### src/rtl/dmem_arbiter.sv
// Arbiter between the MEM-stage pipeline port (P) and a DMA/debug port (D) for one
// single-port data memory. Accesses are serialised as IDLE -> BUSY -> DONE -> IDLE.
module dmem_arbiter #(
  parameter int AW         = 32,
  parameter int DW         = 32,
  parameter int MEM_LAT    = 1,
  parameter int STARVE_MAX = 4
) (
  input  logic          clk,
  input  logic          rst,
  input  logic          p_req,
  input  logic          p_we,
  input  logic [AW-1:0] p_addr,
  input  logic [DW-1:0] p_wdata,
  output logic [DW-1:0] p_rdata,
  output logic          p_stall,
  input  logic          d_req,
  input  logic          d_we,
  input  logic [AW-1:0] d_addr,
  input  logic [DW-1:0] d_wdata,
  output logic [DW-1:0] d_rdata,
  output logic          d_ack,
  output logic          mem_rd,
  output logic          mem_wr,
  output logic [AW-1:0] mem_addr,
  output logic [DW-1:0] mem_wdata,
  input  logic [DW-1:0] mem_rdata
);

  localparam int LCW = $clog2(MEM_LAT + 1);
  localparam int SCW = $clog2(STARVE_MAX + 1);

  typedef enum logic [1:0] {
    IDLE = 2'd0,
    BUSY = 2'd1,
    DONE = 2'd2
  } state_t;

  // owner: 0 = pipeline port, 1 = DMA port
  state_t          state_q,     state_d;
  logic            owner_q,     owner_d;
  logic            we_q,        we_d;
  logic [AW-1:0]   addr_q,      addr_d;
  logic [DW-1:0]   wdata_q,     wdata_d;
  logic [LCW-1:0]  lat_q,       lat_d;
  logic [SCW-1:0]  starve_q,    starve_d;
  logic [DW-1:0]   p_rdata_q,   p_rdata_d;
  logic [DW-1:0]   d_rdata_q,   d_rdata_d;
  logic            d_ack_q,     d_ack_d;
  logic            mem_rd_q,    mem_rd_d;
  logic            mem_wr_q,    mem_wr_d;
  logic [AW-1:0]   mem_addr_q,  mem_addr_d;
  logic [DW-1:0]   mem_wdata_q, mem_wdata_d;
  logic            d_win;

  always_comb begin
    state_d     = state_q;
    owner_d     = owner_q;
    we_d        = we_q;
    addr_d      = addr_q;
    wdata_d     = wdata_q;
    lat_d       = lat_q;
    starve_d    = starve_q;
    p_rdata_d   = p_rdata_q;
    d_rdata_d   = d_rdata_q;
    d_ack_d     = 1'b0;
    mem_rd_d    = mem_rd_q;
    mem_wr_d    = mem_wr_q;
    mem_addr_d  = mem_addr_q;
    mem_wdata_d = mem_wdata_q;
    d_win       = 1'b0;

    case (state_q)
      IDLE: begin
        if (p_req || d_req) begin
          // D only overtakes a waiting P once P has won STARVE_MAX times in a row
          d_win       = d_req && (!p_req || (starve_q == SCW'(STARVE_MAX)));
          owner_d     = d_win;
          we_d        = d_win ? d_we    : p_we;
          addr_d      = d_win ? d_addr  : p_addr;
          wdata_d     = d_win ? d_wdata : p_wdata;
          lat_d       = '0;
          state_d     = BUSY;
          mem_rd_d    = !we_d;
          mem_wr_d    = we_d;
          mem_addr_d  = addr_d;
          mem_wdata_d = wdata_d;
          if (d_win) begin
            starve_d = '0;
          end else if (d_req && (starve_q != SCW'(STARVE_MAX))) begin
            starve_d = starve_q + 1'b1;
          end
        end
      end
      BUSY: begin
        lat_d = lat_q + 1'b1;
        if (lat_q == LCW'(MEM_LAT - 1)) begin
          if (!we_q) begin
            if (owner_q) d_rdata_d = mem_rdata;
            else         p_rdata_d = mem_rdata;
          end
          d_ack_d     = owner_q;
          state_d     = DONE;
          mem_rd_d    = 1'b0;
          mem_wr_d    = 1'b0;
          mem_addr_d  = '0;
          mem_wdata_d = '0;
        end
      end
      DONE: begin
        // Deliberate bubble: no grant here, so every access ends with one idle cycle
        state_d = IDLE;
      end
      default: begin
        state_d     = IDLE;
        mem_rd_d    = 1'b0;
        mem_wr_d    = 1'b0;
        mem_addr_d  = '0;
        mem_wdata_d = '0;
      end
    endcase
  end

  always_ff @(posedge clk or posedge rst) begin
    if (rst) begin
      state_q     <= IDLE;
      owner_q     <= 1'b0;
      we_q        <= 1'b0;
      addr_q      <= '0;
      wdata_q     <= '0;
      lat_q       <= '0;
      starve_q    <= '0;
      p_rdata_q   <= '0;
      d_rdata_q   <= '0;
      d_ack_q     <= 1'b0;
      mem_rd_q    <= 1'b0;
      mem_wr_q    <= 1'b0;
      mem_addr_q  <= '0;
      mem_wdata_q <= '0;
    end else begin
      state_q     <= state_d;
      owner_q     <= owner_d;
      we_q        <= we_d;
      addr_q      <= addr_d;
      wdata_q     <= wdata_d;
      lat_q       <= lat_d;
      starve_q    <= starve_d;
      p_rdata_q   <= p_rdata_d;
      d_rdata_q   <= d_rdata_d;
      d_ack_q     <= d_ack_d;
      mem_rd_q    <= mem_rd_d;
      mem_wr_q    <= mem_wr_d;
      mem_addr_q  <= mem_addr_d;
      mem_wdata_q <= mem_wdata_d;
    end
  end

  // The pipeline advances on the edge that closes a P-owned DONE cycle
  assign p_stall   = p_req && !((state_q == DONE) && !owner_q);
  assign p_rdata   = p_rdata_q;
  assign d_rdata   = d_rdata_q;
  assign d_ack     = d_ack_q;
  assign mem_rd    = mem_rd_q;
  assign mem_wr    = mem_wr_q;
  assign mem_addr  = mem_addr_q;
  assign mem_wdata = mem_wdata_q;

endmodule
### config.mk
export PLATFORM = sky130hd
export DESIGN_NAME = dmem_arbiter
export DESIGN_NICKNAME = d
export VERILOG_FILES = /design/src/rtl/dmem_arbiter.sv
export SDC_FILE = /design/constraint.sdc
export NUM_CORES = 1
export LEC_CHECK = 0
export CORE_ASPECT_RATIO = 0.75
export CORE_MARGIN = 5
export CORE_UTILIZATION = 36
export CTS_CLUSTER_DIAMETER = 100
export DETAILED_ROUTE_END_ITERATION = 8
export HOLD_SLACK_MARGIN = 0.02
export PLACE_DENSITY = 0.82
export SLEW_MARGIN = 10
export SYNTH_ARGS = -nofsm -noshare
export SYNTH_HDL_FRONTEND = slang
export SYNTH_SLANG_ARGS = --single-unit
### constraint.sdc
create_clock -name clk -period 5.48 [get_ports clk]
set_clock_uncertainty 0.15 [all_clocks]
set_input_delay 1.37 -clock clk [delete_from_list [all_inputs] [get_ports clk]]
set_output_delay 1.37 -clock clk [all_outputs]
set_load 0.05 [all_outputs]
---- After elaboration in Yosys (flattened, before gate mapping) ----
Cells that the tools add are included.
storage, ports and cells
  bits in registers ....................... 139
  bits of input ports ..................... 166
  logic and storage cells ................. 66
cells by class
  add/sub/neg operators ................... 2
  eq/ne operators ......................... 6
  muxes and demuxes ....................... 22
  bitwise gates (word level) .............. 4
  reductions and logical operators ........ 20
operators by type and width
  kind                 count
  $pmux 32 s3          2
  $mux 32              5
  $reduce_and 4->1     2
  $mux 1               7
  $mux 3               2
  $pmux 1 s3           2
  $reduce_and 2->1     3
  $reduce_and 3->1     2
  $logic_and 1x1->1    4
  $logic_not 1->1      4
  $mux 2               2
  $ne 2x2->1 const B   2
  $not 1->1            4
  $pmux 2 s2           1
  $reduce_bool 2->1    2
  $add 3x1->3 const B  1
  $eq 3x3->1 const B   1
  $ne 3x3->1 const B   1
  $eq 2x1->1 const B   1
  $eq 2x2->1 const B   1
  $logic_not 2->1      1
  $logic_or 1x1->1     2
  $pmux 1 s2           1
  $add 1x1->1 const B  1

---- Longest topological paths before layout ----
  depth after elaboration ................. 7
  gate-level depth with buffers ........... 7

---- Worst setup path after synthesis ----
Ideal clock, no wire load.
  kind .................................... input to output
  start point ............................. input port p_req
  end point ............................... output port p_stall
  arrival ................................. 1807 ps
  data required time ...................... 3960 ps
  slack ................................... 2153 ps
  stages .................................. 1
  path buffers ............................ 0
  cell sequence ........................... o31a_1
on the way
  word-level cells in the longest chain between the ends .. 1
RTL lines
  what               line  RTL
  start, declared    11    input logic p_req,
  $logic_and 1x1->1  159   assign p_stall = p_req && !((state_q == DONE) && !owner_q);
  end, declared      16    output logic p_stall,
No other way between the ends.

---- Worst setup path after layout ----
Same ends and word-level chain as after synthesis.

==> metrics <==
largest family of logic cells by synthesized area=multiplexers; MaxCap Viol Count=0; Hold Buf Count CTS=0; nature of the critical path startpoint=primary input; Clock Latency Late Sink=400 ps; crit path cell chain=clkdlybuf4s50_1, o31a_1, clkdlybuf4s50_1; Synth top area share=59.0%; clock period minus worst slack=4500 ps; Via density=5.23; max_slew headroom=22.9%; Synth Area per Inst=14.2 µm²; Gates resized, CTS repair=0; CTS Buf Count=17; CTS root buf=clkbuf_16; P per Cell Area=719 nW/µm²; status=completed; Slew Viols, Final=0; largest stage delay on the critical path=810 ps; Area growth, synth to finish=63.6%; CP Data Required Time=3960 ps; Total Nets Final=869; Final setup viols=0; hold crit path type=reg2reg; initial antenna violation count=0; DR WL/cell=20.8 µm; TritonCTS clock tree=built; delay-heaviest family, CP=buffers and inverters; routability congestion estimate=0.892; FMAX=222 MHz; CP max stage cell=clkdlybuf4s50_1; fin worst setup slack=983 ps; number of synthesized flops with an enable pin=0; xor-xnor portion of the synthesized cell area=0%; Seq cells post-synth=139; number of routed nets with antenna violations=0; mux contribution to synthesized area=14.3%; first-pass GRT wire length=29400 µm; CP dominant cell by count=clkdlybuf4s50_1; DR iter-0 viols=239; WHS=348 ps; ant diodes=0; pre-CTS WS=999 ps; Compound-Gate Fraction of Synth Area=12.8%; largest area contributor in the netlist=dfrtp_1; Synth Area in Simple Gates=10.0%; final-report hold violation count=0; I/O pin cnt=298; chip width=158 µm; Seq/Total Area, Yosys=59.0%; Rows=40; Leak=4.02 nW; Clk pin slew, worst setup/hold paths=60 ps; Arrival @ worst endpoint=2980 ps; Synth Warn #=0; # Post-CTS Setup Buffers=0; Die ar.=19100 µm²; worst-margin pin slew=1150 ps; ys async rst share=100%; vias=4834; Syn Inst Count=414; Pwr Total=0.00693 W; remaining global-route overflow=0; setup TNS=0 ps; number of port buffers=297; post-detailed-placement half-perimeter wirelength=13700 µm; Synth Area in Adders=0.425%; RSZ-0062 raised after global routing=false; Worst VDD drop=406 µV; Fillers=1231; CP endpoint kind=output pin; Placeable Area=16100 µm²; Final Cycle Share=82.1%; crit-path max FO=7; Post-Route WL=19200 µm; vias in the first global route=5274; layout cells sized above 1=15.4%; Syn Std Cell Area=5890 µm²; initial core utilization=36.7%; buffers and inverters on the worst path=2; syn_nets=582; global-route usage over all layers=19.6%; Num Clock Sinks=139; maximum root-to-sink buffer count=2; Post-route DRC=0; crit path kind=in2out; Synth Flop Type=dfrtp_1; top post-synthesis cells by area=dfrtp_1, a221o_1, nor3b_1; 1st-pass router iterations=4; die height=121 µm; pin count of the biggest net entering global routing=93; Yosys cell types=36; htree depth=4
## cell usage in the layout (no fill, tap or decap), drive strengths merged, types with 2 or more instances in the layout
cell / instances
ha: 2
nand2: 3
dfrtp: 139
a221o: 64
nand3: 2
clkbuf: 20
or3b: 2
nor3b: 65
nor2: 2
clkinv: 7
buf: 7
clkdlybuf4s50: 297
mux2: 64
o21ai: 7
bufinv: 2
inv: 11
and2: 2
## cell families (layout without fill, tap and decap cells)
group,after synthesis,after routing
buffers and inverters,45,345
muxes,65,65
DFF,139,139
adders and majority gates,2,2
and+or+nand+nor,82,82
AOI/OAI and AO/OA,81,81
## through the flow
stage | instances | cell area (µm²) | util, %
after floorplan | 414 | 5890 | -
after global placement | 892 | 9050 | 56.3
after detailed placement | 892 | 9050 | 56.3
after CTS | 924 | 9640 | 60.0
after global routing | 924 | 9640 | 60.0
final | 924 | 9640 | 60.0
## final timing paths
kind	from	slack [ps]	to	cells past startpoint
max in group asynchronous	rst	2940	p_rdata[21]	3
min	mem_rd	350	mem_rd	1
max	p_req	980	p_stall	3
max reg2reg	starve_q[0]	2840	mem_wdata[25]	6
min in group asynchronous	rst	1370	mem_wdata[10]	2
min reg2reg	mem_rd	350	mem_rd	1
## state kept, by name, indices dropped and copies added, names as in the netlist
name	flops
mem_rd	1
starve_q	3
owner_q	1
state_q	2
mem_addr	32
d_ack	1
lat_q	1
mem_wr	1
d_rdata	32
we_q	1
p_rdata	32
mem_wdata	32
## cell usage after synthesis, drive strengths merged, types with 3 or more instances
| cell type | number |
|---|---|
| mux2 | 64 |
| nand2 | 3 |
| nor3b | 65 |
| buf | 10 |
| dfrtp | 139 |
| clkbuf | 26 |
| o21ai | 7 |
| a221o | 64 |
| inv | 9 |
## area by class of cell
type | instances | area (µm²) | share of cell area [%]
sequential | 139 | 3480 | 36.1
timing repair buffer | 304 | 3030 | 31.4
multi-input combinational | 230 | 2250 | 23.3
clock buffer | 20 | 447 | 4.63
tap | 210 | 263 | 2.73
clock inverter | 12 | 139 | 1.44
inverter | 9 | 38.8 | 0.402
## worst reg2reg max path: stages, from the launching register on
cell and delay, ps:
dfrtp_1 390, inv_1 60, ha_1 250, a21boi_4 900, buf_4 390, nor3b_1 90
a221o_1 300
## per-layer routing
metal | part of all wire [%] | GRT usage, %
met1 | 41 | 24.5
met4 | 1.7 | 5.48
met2 | 46 | 31.0
met5 | 0 | 0
met3 | 11 | 8.69
## where the power goes
| group | internal (W) | switching, W | leakage [nW] |
|---|---|---|---|
| Clock | 0.000687 | 0.000448 | 0.285 |
| Combinational | 0.00146 | 0.00248 | 2.01 |
| Sequential | 0.00153 | 0.000326 | 1.73 |
Power figures use the tool's default switching activity.
